<file path="src/rtl/vga_pixel_fetch.sv">
// vga_pixel_fetch: fetches framebuffer words over the bus into a word FIFO and unpacks them into 8-bit pixels.
// Define VGA_FETCH_UNDERRUN_CNT_EN to build the saturating per-frame underrun counter.
module vga_pixel_fetch #(
    parameter logic [31:0] FB_BASE    = 32'h0000_0000,
    parameter int          H_VISIBLE  = 640,
    parameter int          V_VISIBLE  = 480,
    parameter int          FIFO_DEPTH = 8
) (
    input  logic        clk25MHz,
    input  logic        reset,
    input  logic        frame_start,
    input  logic        pixel_req,
    output logic [7:0]  pixel_out,
    output logic        underrun,
    output logic [15:0] underrun_count,
    output logic        bus_req,
    output logic [31:0] bus_addr,
    input  logic        bus_master_ack,
    input  logic [31:0] bus_in
);
    localparam int AW = $clog2(FIFO_DEPTH);
    localparam int LW = AW + 1;
    localparam logic [LW-1:0] FULL = LW'(FIFO_DEPTH);
    localparam logic [16:0] WPF = 17'(H_VISIBLE * V_VISIBLE / 4);
    typedef enum logic [1:0] {IDLE, REQ, DONE} state_t;
    state_t state_q;
    logic [31:0] mem_q [FIFO_DEPTH];
    logic [AW-1:0] wr_q, rd_q;
    logic [LW-1:0] level_q, level_d;
    logic [1:0] byte_q;
    logic [16:0] count_q, count_d;
    logic [7:0] pixel_q;
    logic [31:0] addr_q;
    logic underrun_q, bus_req_q, restart_q;
    logic empty, acked, push, pop, starved;
    assign empty = level_q == '0;
    assign acked = state_q == REQ && bus_req_q && bus_master_ack;
    // A word acked after a restart belongs to the old frame and is dropped.
    assign push = acked && !restart_q && !frame_start;
    assign pop = pixel_req && !empty && !frame_start && byte_q == 2'd3;
    assign starved = pixel_req && empty && !frame_start;
    assign level_d = frame_start ? '0 : level_q + LW'(push) - LW'(pop);
    assign count_d = count_q + 17'd1;
    always_ff @(posedge clk25MHz)
        if (reset && push) mem_q[wr_q] <= bus_in;
    always_ff @(posedge clk25MHz) begin
        if (!reset) begin
            state_q    <= IDLE;
            bus_req_q  <= 1'b0;
            addr_q     <= FB_BASE;
            count_q    <= '0;
            restart_q  <= 1'b0;
            wr_q       <= '0;
            rd_q       <= '0;
            level_q    <= '0;
            byte_q     <= '0;
            pixel_q    <= '0;
            underrun_q <= 1'b0;
        end else begin
            level_q <= level_d;
            if (frame_start) begin
                wr_q       <= '0;
                rd_q       <= '0;
                byte_q     <= '0;
                underrun_q <= 1'b0;
                if (pixel_req) pixel_q <= '0;
            end else begin
                if (push) wr_q <= wr_q + 1'b1;
                if (pixel_req && !empty) begin
                    pixel_q <= mem_q[rd_q][{byte_q, 3'b000} +: 8];
                    byte_q  <= byte_q + 1'b1;
                    if (pop) rd_q <= rd_q + 1'b1;
                end
                if (starved) begin
                    pixel_q    <= '0;
                    underrun_q <= 1'b1;
                end
            end
            case (state_q)
                IDLE: begin
                    if (frame_start) begin
                        addr_q  <= FB_BASE;
                        count_q <= '0;
                    end else if (level_q < FULL && count_q < WPF) state_q <= REQ;
                end
                REQ: begin
                    bus_req_q <= 1'b1;
                    if (frame_start) begin
                        count_q   <= '0;
                        restart_q <= 1'b1;
                    end
                    if (acked) begin
                        bus_req_q <= 1'b0;
                        restart_q <= 1'b0;
                        if (restart_q || frame_start) begin
                            addr_q  <= FB_BASE;
                            count_q <= '0;
                            state_q <= IDLE;
                        end else begin
                            addr_q  <= addr_q + 32'd4;
                            count_q <= count_d;
                            state_q <= count_d == WPF ? DONE : IDLE;
                        end
                    end
                end
                DONE: begin
                    if (frame_start) begin
                        addr_q  <= FB_BASE;
                        count_q <= '0;
                        state_q <= IDLE;
                    end
                end
                default: state_q <= IDLE;
            endcase
        end
    end
`ifdef VGA_FETCH_UNDERRUN_CNT_EN
    logic [15:0] ucnt_q;
    always_ff @(posedge clk25MHz)
        if (!reset || frame_start) ucnt_q <= '0;
        else if (starved && ucnt_q != 16'hFFFF) ucnt_q <= ucnt_q + 16'd1;
    assign underrun_count = ucnt_q;
`else
    assign underrun_count = 16'h0000;
`endif
    assign pixel_out = pixel_q;
    assign underrun  = underrun_q;
    assign bus_req   = bus_req_q;
    assign bus_addr  = addr_q;
endmodule

</file>
<file path="config.mk">
export PLATFORM = sky130hd
export DESIGN_NAME = vga_pixel_fetch
export DESIGN_NICKNAME = d
export VERILOG_FILES = /design/src/rtl/vga_pixel_fetch.sv
export SDC_FILE = /design/constraint.sdc
export NUM_CORES = 1
export LEC_CHECK = 0
export CAP_MARGIN = 10
export CELL_PAD_IN_SITES_DETAIL_PLACEMENT = 0
export CELL_PAD_IN_SITES_GLOBAL_PLACEMENT = 2
export CORE_AREA = 2 2 201 203
export DETAILED_ROUTE_END_ITERATION = 6
export DIE_AREA = 0 0 203 205
export GPL_ROUTABILITY_DRIVEN = 0
export PLACE_DENSITY_LB_ADDON = 0.1
export SYNTH_ARGS = -nofsm -noshare
export SYNTH_HDL_FRONTEND = slang
export SYNTH_SLANG_ARGS = --single-unit
export TNS_END_PERCENT = 5
</file>
<file path="constraint.sdc">
create_clock -name clk25MHz -period 6.2 [get_ports clk25MHz]
set_input_delay 0.62 -clock clk25MHz [delete_from_list [all_inputs] [get_ports clk25MHz]]
set_output_delay 0.62 -clock clk25MHz [all_outputs]
set_load 0.02 [all_outputs]
</file>
* Yosys cells after proc, flatten, opt, wreduce, memory -nomap -nowiden
Memories as Yosys holds them, arrays and structs flattened. A register that Yosys moved wholly into a read port is not among the register bits. Index checks and enable logic that the tools add are counted.
Word-level totals: register bits 74, bits in writable memories 256, output and inout bits 58, logic and storage cells 86, memories 1
Memories:
- mem_q | words 8, width 32, read ports 1, clocked after memory_dff 1, write ports 1, RTL line 27 | logic [31:0] mem_q [FIFO_DEPTH];
Cells by class: add/subtract/negate cells 7, order comparisons 2, equality and inequality tests 10, shift-type cells 1, muxes and demuxes 26, bitwise gates (word level) 1, reductions and logical operators 27
Operators by type and width (number):
- $mux 32 | 3
- $pmux 32 s2 | 1
- $mux 17 | 3
- $pmux 17 s2 | 1
- $add 32x3->32 const B | 1
- $mux 8 | 4
- $shiftx 32x6->8 | 1
- $add 17x1->17 const B | 1
- $eq 17x17->1 const B | 1
- $lt 17x17->1 const B | 1
- $mux 2 | 6
- $logic_and 1x1->1 | 11
- $ne 2x2->1 const B | 4
- $add 3x1->3 const B | 2
- $mux 3 | 2
- $pmux 2 s3 | 1
- $reduce_and 2->1 | 3
- $mux 1 | 5
- $add 4x1->4 | 1
- $eq 2x2->1 const B | 2
- $logic_not 4->1 | 1
- $lt 4x4->1 const B | 1
- $ne 2x1->1 const B | 2
- $reduce_and 4->1 | 1
- other kinds (11) | 15

* Longest topological paths before layout
Gate-level depths: netlist (run 1).
depth in word-level cells 8, gate-level depth with buffers 13

* Worst setup path before layout (run 1)
OpenSTA, ideal clock, no wires.
kind input to register, from input frame_start, to memory mem_q[2][0] (enable), library setup time 513 ps, arrival 4654 ps, data required time 5687 ps, slack 1033 ps, cell stages on the path 5, path buffers 2, path through buf_2 -> nor3_2 -> nand2_1 -> clkbuf_1 -> nor4b_1
On the way: word-level cells in the longest chain between the ends 5
RTL lines:
- start, declared | RTL line 11 | input logic frame_start,
- $logic_not 1->1 | RTL line 39 | assign push = acked && !restart_q && !frame_start;
- $logic_and 1x1->1 | RTL line 39
- $logic_and 1x1->1 | RTL line 45 | if (reset && push) mem_q[wr_q] <= bus_in;
- $mux 1 | RTL line 45
- $mux 1 (implied by the code) | RTL line 45
- end, declared | RTL line 27
Every way passes these cells.

==> results of run 1 <==
==> layout by cell type, fill, tap and decap left out, drive strengths merged, types with 11 or more instances in the layout <==
master and n:
nand2b 12, nand2 38, dfxtp 75, clkbuf 48, buf 16, mux4 64
nor2b 14, nand4 11, conb 18, edfxtp 256, clkdlybuf4s50 76, o21ai 41
clkinv 13, xor2 18, and3 12, nand3 36, a21oi 27, nor2 56
inv 15
==> sequential cells by signal (all words and copies together), names as in the netlist, named ones only <==
name	count
bus_addr	30
bus_req	1
byte_q	2
count_q	17
level_q	4
mem_q	256
pixel_out	8
rd_q	3
restart_q	1
state_q	2
underrun	1
wr_q	3
==> worst max-delay path by stage <==
stage,from,to,slack (ns),depth (start not counted)
after floorplan,frame_start,mem_q[2][0],1.03,5
after global placement,frame_start,state_q[1],2.81,7
after detailed placement,frame_start,state_q[1],2.78,7
after CTS,flip-flop,pixel_out[4],3.07,5
after global routing,flip-flop,pixel_out[4],2.82,7
final,flip-flop,pixel_out[4],3.18,5
==> final cells by class <==
| type | instances | area, µm² |
|---|---|---|
| inverter | 13 | 48.8 |
| multi-input combinational | 487 | 4120 |
| timing repair buffer | 92 | 881 |
| tap | 525 | 657 |
| fill | 3624 | 23300 |
| sequential | 331 | 9200 |
| clock buffer | 48 | 988 |
| clock inverter | 17 | 136 |
==> worst reg2reg max path, delay by kind of cell, from the launching register on <==
kind,cells,cell delay (ns)
AO/OA/AOI/OAI,2,0.46
buffers and inverters,1,0.65
flip-flops,1,0.85
multiplexers,2,0.88
==> cells by family (layout without fill, tap and decap cells) <==
kind of cell,Yosys count,in the layout,synth area share [%]
AO/OA/AOI/OAI,119,119,5.49
XOR/XNOR,27,27,1.74
adder cells (fa/ha/maj),11,11,1.07
buffers and inverters,79,170,3.00
flip-flops,331,331,67.5
multiplexers,83,83,12.1
other,1,18,0.0276
AND/OR/NAND/NOR,229,229,9.05
==> per-layer routing <==
layer / up-vias / global-route usage [%]
met1: 3863 / 19.8
met2: 111 / 27.1
met4: 0 / 4.67
met3: 46 / 2.69
li1: 3562 / -
met5: - / 0
==> power by group through the flow <==
stage	Sequential (mW)	Clock, mW	Combinational [mW]
finish	2.39	2.06	0.0944
global route	2.39	2.21	0.104
CTS	2.39	2.13	0.0963
detailed placement	2.44	0	0.0958
global placement	2.44	0	0.0959
floorplan	2.44	0	0.0449
==> stage by stage <==
stage / utilization (%) / cell area (µm²) / instances / setup WS, ns / power [mW]
2_1_floorplan: - / 13700 / 897 / 1.03 / 2.48
3_3_place_gp: 37.9 / 14900 / 1448 / 2.81 / 2.54
3_5_place_dp: 37.9 / 14900 / 1448 / 2.78 / 2.54
4_1_cts: 40.7 / 16000 / 1513 / 3.07 / 4.62
5_1_grt: 40.7 / 16000 / 1513 / 2.82 / 4.70
6_report: 40.7 / 16000 / 1513 / 3.18 / 4.55
==> flow_metrics.tcl, run 1 <==
set metrics [dict create \
    cts_setup_buffers 0 \
    worstPathRequired_ns 6.56 \
    synthFlopType "edfxtp_1" \
    syn_to_final_growth_pct 17.8 \
    slew_headroom_pct 35.7 \
    clockRootBuffer "clkbuf_16" \
    wl_met2_mm 15.9 \
    rsz0062_at_grt "no" \
    reg2reg_setup_slack_ns 3.18 \
    end_kind "flip-flop" \
    outcome "finished, final reports clean" \
    synth.most_common_cell "edfxtp_1" \
    drive_gt1_share_pct 16.1 \
    hold_depth 2 \
    finalMaxSlewViolations 0 \
    cts_sinks 331 \
    skew_ns 0.0172 \
    grt.total_usage_pct 15.5 \
    wl_met3_mm 1.06 \
    swShare_pct 20.9 \
    drv_cap 0 \
    grt_max_degree 39 \
    synth_area_per_cell_um2 15.5 \
    p_leak_nw 4.99 \
    period_minus_slack_ns 3.02 \
    hold_buffers 0 \
    reg2reg_depth 5 \
    cp_slowest_cell "dfxtp_4" \
    antenna_cells 0 \
    viasPerCell 5.01 \
    dieWidth_um 203 \
    clk_path_buf_depth 3 \
    critical_path_class "reg2reg" \
    worst_path_largest_cell_delay_ns 0.85 \
    powerDensity_nw_per_um2 284 \
    ios 95 \
    io_buffers 76 \
    synth.largest_area_cell "edfxtp_1" \
    wire_per_inst_um 20.9 \
    worstSkewPairLatency_ns 0.55 \
    synthArstFlopShare_pct 0 \
    routed_wl_mm 31.7 \
    top_layer "met4" \
    ant_nets 0 \
    syn_inst 880 \
    comb_power_share_pct 2.1 \
    min_period_over_period_pct 48.7 \
    met1_length_mm 14.1 \
    std_cell_rows 73 \
    synthTopCellsByArea "edfxtp_1, dfxtp_1, mux4_2, nor2_1, o21ai_0" \
    yosysWarningCount 0 \
    antenna_found_initial 0 \
    cts-buffers-inserted 38 \
    drt-pass1-iter-count 4 \
    core_area_um2 39400 \
    ys_seq_elements 331 \
    max_freq_ghz 0.331 \
    ys_top_cells_by_count "edfxtp_1, dfxtp_1, mux4_2" \
    cts_tree "built" \
    crit_family "multiplexers" \
    dieArea_um2 41600 \
    setup_viol 0 \
    ys_seq_area_share_pct 67.5 \
    grt_pass1_wl_mm 48.3 \
    cp.arrival_ns 3.38 \
    cts_resized 0 \
    setup-tns-final_ns 0 \
    fin_hold_ws_ns 0.483 \
    p_int_mw 3.60 \
    crit_chain "buf_4 -> mux4_2 -> mux2_2 -> a22oi_1 -> a41oi_1" \
    clock_power_share_pct 45.3 \
    grt_pass1_vias 7889 \
    drc 0 \
    worst_r2r_endpoint "pixel_out[4]" \
    cp-start-kind "flip-flop" \
    layout.nets 1011 \
    syn-cell-area_um2 13600 \
    hp-start "rd_q[1]" \
    final_hold_viol_count 0 \
    seq_power_share_pct 52.6 \
    cp_max_fo 38 \
    ys_types 63 \
    drt_iter0_markers 314 \
    place_hpwl_mm 19.2 \
    synth_top_area_share_pct 56.5 \
    vias 7582 \
    power.net_switching_mw 0.950 \
    h-tree-depth 2 \
    overflow 0 \
    worst_pin_slew_ns 0.955 \
    start_util_pct 34.6 \
    crit_buf_inv 1 \
    synth_edf_count 256 \
    clkSlewWorstSetupHoldPaths_ns 0.05 \
    ir_worst_vdd_uv 214 \
    worst_hold_path_type "reg2reg" \
    die_h_um 205 \
]
Note: power is estimated with default switching activity, not from simulation.
==> inputs of run 2 (changes only) <==
- clock period: 6.2 -> 3.03 ns (I/O delays scaled with it)
==> run 2 against run 1 <==
Clock power is 120% higher. Non-clock buffer count is 37 higher. Maximum frequency is 18% higher. Routed wire length is 3.7% higher. Combinational power is 110% higher. Clock-buffer cell count stayed put. Worst hold slack worse by 0.012 ns. Critical path depth is 2 higher. Sequential power is 110% higher. Core utilization is 1.2 points higher. Critical path type unchanged. Critical endpoint is now state_q[1]. Largest cell class unchanged.
==> flow_metrics.tcl, run 2 (synthesis gave the netlist of run 1 again) <==
set metrics [dict create \
    cts_sinks 331 \
    period_minus_slack_ns 2.55 \
    std_cell_rows 73 \
    routed_wl_mm 32.8 \
    comb_power_share_pct 2.1 \
    reg2reg_setup_slack_ns 0.48 \
    max_freq_ghz 0.392 \
    start_util_pct 34.6 \
    power.net_switching_mw 2.00 \
    place_inst 1485 \
    p_leak_nw 5.26 \
    end_kind "flip-flop" \
    drt_iter0_markers 507 \
    cp.arrival_ns 3.03 \
    vias 7807 \
    slew_headroom_pct 54.5 \
    antenna_found_initial 1 \
    dieArea_um2 41600 \
    finalMaxSlewViolations 0 \
    cp_max_fo 8 \
    ant_nets 0 \
    grt_pass1_wl_mm 50.3 \
    worst_hold_path_type "reg2reg" \
    dieWidth_um 203 \
    reg2reg_depth 7 \
    drive_gt1_share_pct 20.0 \
    layout.nets 1049 \
    place_hpwl_mm 20.8 \
    worstPathRequired_ns 3.51 \
    syn_to_final_growth_pct 21.3 \
    worst_pin_slew_ns 0.680 \
    largest_reg_flops 256 \
    die_h_um 205 \
    antenna_cells 0 \
    ir_worst_vdd_uv 457 \
    worst_r2r_endpoint "state_q[1]" \
    clock_power_share_pct 46.7 \
    layout_common_cells "edfxtp_1, clkdlybuf4s50_1, dfxtp_1" \
    endpoint "state_q[1]" \
    io_buffers 76 \
    fin_cells 1557 \
    seq_power_share_pct 51.2 \
    outcome "finished, final reports clean" \
    pre_cts_slack_ns 0.264 \
    cts_tree "built" \
    grt_max_degree 29 \
    viasPerCell 5.01 \
    drt-pass1-iter-count 5 \
    layout_commonest_cell "edfxtp_1" \
    cts-buffers-inserted 39 \
    critical_path_class "reg2reg" \
    h-tree-depth 2 \
    cts_setup_buffers 0 \
    hold_buffers 0 \
    cp-start-kind "flip-flop" \
    p_int_mw 7.56 \
    setup_viol 0 \
    core_area_um2 39400 \
    nFillCells 3593 \
    final_util_pct 41.9 \
    overflow 0 \
    skew_ns 0.0162 \
    cts_resized 0 \
    final_hold_viol_count 0 \
    top_register "mem_q" \
    grt.total_usage_pct 16.4 \
    hp-start "underrun" \
    rsz0062_at_grt "no" \
    finalWorstSetupSlack_ns 0.476 \
    clkSlewWorstSetupHoldPaths_ns 0.06 \
    grt_pass1_vias 7891 \
    drv_cap 0 \
    clockRootBuffer "clkbuf_16" \
    powerDensity_nw_per_um2 580 \
    timing.rr.start "count_q[0]" \
    ios 95 \
    wire_per_inst_um 21.1 \
    clk_path_buf_depth 3 \
    min_period_over_period_pct 84.3 \
    worstSetupStartpoint "count_q[0]" \
    swShare_pct 20.9 \
    worstSkewPairLatency_ns 0.56 \
    drc 0 \
]
-- run 2: final cells by class --
type                            instances  area (µm²)  area share (%)
Sequential cell                       331        9200            55.7
Clock buffer                           48        1030            6.25
Clock inverter                         24         189            1.15
Tap cell                              525         657            3.98
Multi-Input combinational cell        487        4150            25.1
Timing Repair Buffer                  129        1230            7.48
Inverter                               13        48.8           0.296
-- run 2: power by group through the flow --
stage	Clock (mW)	Combinational, mW	Sequential (mW)
2_1_floorplan	0	0.0920	4.99
3_3_place_gp	0	0.202	4.99
3_5_place_dp	0	0.204	4.99
4_1_cts	4.63	0.204	4.90
5_1_grt	4.82	0.220	4.89
6_report	4.47	0.200	4.90
-- run 2: how the worst min path moves through the flow --
stage / cells past startpoint / slack [ns] / endpoint
finish: 2 / 0.47 / underrun
global route: 1 / 0.50 / mem_q[3][26]
CTS: 1 / 0.46 / mem_q[3][26]
detailed placement: 2 / 0.47 / underrun
global placement: 2 / 0.47 / underrun
floorplan: 0 / 0.40 / mem_q[0][0]
-- run 2: metrics by stage --
stage	cell area (µm²)	hold WS, ns	setup TNS, ns	total power [mW]
after detailed placement	15300	0.474	0	5.20
after CTS	16500	0.457	0	9.73
after global placement	15300	0.474	0	5.19
after floorplan	13700	0.402	-100.42	5.08
final	16500	0.471	0	9.56
after global routing	16500	0.501	0	9.94
-- run 2: metal layers --
layer | GRT usage (%) | up-vias | wire length (µm)
li1 | - | 3651 | -
met1 | 22.2 | 3950 | 14900
met2 | 26.9 | 152 | 15900
met3 | 3.45 | 54 | 1470
met4 | 4.14 | 0 | 584
met5 | 0 | - | 0
-- run 2: critical path, cell delays in order (launching register included) --
cell and delay, ns:
dfxtp_1 0.38, ha_1 0.28, and4_1 0.41, nor4b_4 0.30, xor2_1 0.10, or4_1 0.39
or4_1 0.51, o21ai_1 0.12
==> inputs of run 3 (changes only) <==
- clock period: 3.03 -> 2.2 ns (I/O delays scaled with it)
==> run 3 against run 2 <==
Critical path depth is the same. Highest routed layer unchanged. Maximum frequency grew 19%. First-iteration DRC count down 26%. Clock skew down 0.0014 ns. Final area is 5.1% higher.
==> flow_metrics.tcl, run 3 (synthesis gave the netlist of run 1 again) <==
set metrics [dict create \
    dieWidth_um 203 \
    grt.total_usage_pct 16.5 \
    end_kind "flip-flop" \
    hold_buffers 0 \
    top_register "mem_q" \
    grt_max_degree 33 \
    p_leak_nw 5.67 \
    antenna_cells 0 \
    grt_pass1_vias 8210 \
    die_h_um 205 \
    drive_gt1_share_pct 27.1 \
    cp_max_fo 2 \
    hold_depth 1 \
    drt_iter0_markers 373 \
    cts-buffers-inserted 38 \
    min_period_over_period_pct 97.6 \
    cts_tree "built" \
    worstPathRequired_ns 2.68 \
    drt-pass1-iter-count 5 \
    dieArea_um2 41600 \
    drc 0 \
    place_hpwl_mm 21.7 \
    cp-start-kind "flip-flop" \
    overflow 0 \
    drv_cap 0 \
    final_hold_viol_count 0 \
    reg2reg_setup_slack_ns 0.05 \
    clk_path_buf_depth 3 \
    worstSkewPairLatency_ns 0.55 \
    io_buffers 76 \
    powerDensity_nw_per_um2 782 \
    vias 8046 \
    finalPower_mw 13.6 \
    ir_worst_vdd_uv 581 \
    clockRootBuffer "clkbuf_16" \
    h-tree-depth 2 \
    grt_pass1_wl_mm 51.3 \
    std_cell_rows 73 \
    period_minus_slack_ns 2.15 \
    hp-start "bus_in[31]" \
    routed_wl_mm 33.4 \
    final_util_pct 44.1 \
    ant_nets 0 \
    syn_to_final_growth_pct 27.5 \
    timing.rr.start "count_q[1]" \
    cts_sinks 331 \
    ios 95 \
    clkSlewWorstSetupHoldPaths_ns 0.06 \
    viasPerCell 4.96 \
    largest_reg_flops 256 \
    worst_hold_path_type "in2reg" \
    max_freq_ghz 0.466 \
    nFillCells 3570 \
    antenna_found_initial 0 \
    start_util_pct 34.6 \
    layout_common_cells "edfxtp_1, buf_4, clkdlybuf4s50_1" \
    layout_commonest_cell "edfxtp_1" \
    fin_hold_ws_ns 0.419 \
    reg2reg_depth 7 \
    layout.nets 1117 \
    core_area_um2 39400 \
    rsz0062_at_grt "yes" \
    critical_path_class "reg2reg" \
    worstSetupStartpoint "count_q[1]" \
    cp.arrival_ns 2.63 \
    skew_ns 0.0148 \
    setup_viol 0 \
    finalMaxSlewViolations 0 \
    outcome "finished, final reports clean" \
    wire_per_inst_um 20.6 \
]
-- run 3: changes by cell type in the layout (fill, tap and decap cells not counted), sizes merged --
cell,before,now
buf,53,122
clkinv,21,11
bufinv,2,6
clkinvlp,0,2
clkbuf,48,49
-- run 3: metal layers --
metal  vias up  routed length (µm)  track usage [%]  share of wire [%]
li1       3784                   -                -                  -
met1      4081               15100             22.0                 45
met2       136               16400             27.6                 49
met3        45                1140             2.51                3.4
met4         0                 716             5.45                2.1
met5         -                   0                0                  0
-- run 3: final cells by class --
cell class / count / area (µm²) / share of cell area [%]
repair buffers: 198 / 1900 / 10.9
multi-input cells: 487 / 4250 / 24.5
well taps: 525 / 657 / 3.79
inverters: 13 / 48.8 / 0.281
flip-flops and latches: 331 / 9200 / 53.1
clock inverters: 20 / 279 / 1.61
clock buffers: 49 / 1010 / 5.84
-- run 3: worst max-delay path, cell delays in order (launching register included) --
cell and delay (ns):
dfxtp_1 0.33, ha_2 0.18, and4_4 0.21, nor4b_4 0.22
xor2_1 0.10, or4_1 0.40, or4_1 0.51, o21ai_1 0.13
-- run 3: repair_timing --
action                                  in CTS  in global routing
endpoints found under the setup margin       6                 51
cloned                                       0                  0
resized for setup                            7                 21
pin swaps                                    1                  6
setup buffers                                0                  3
-- run 3: final timing paths --
path	end
hold reg to reg	count_q[4]
setup / recovery	state_q[1]
setup reg to reg	state_q[1]
hold / removal	mem_q[2][31]
-- run 3: power by group --
group          total [mW]  internal (mW)  switching, mW
combinational       0.306          0.113          0.193
clock                6.52           3.98           2.54
sequential           6.74           6.73        0.00762
-- run 3: through the flow --
stage          std cells  setup slack, ns  area [µm²]  setup TNS [ns]
2_1_floorplan        897           -0.357       13800          -53.53
3_3_place_gp        1551           -0.308       15900          -56.67
3_5_place_dp        1551           -0.311       15900          -59.99
4_1_cts             1620          0.00238       17200               0
5_1_grt             1623          -0.0715       17300          -0.228
6_report            1623           0.0522       17300               0
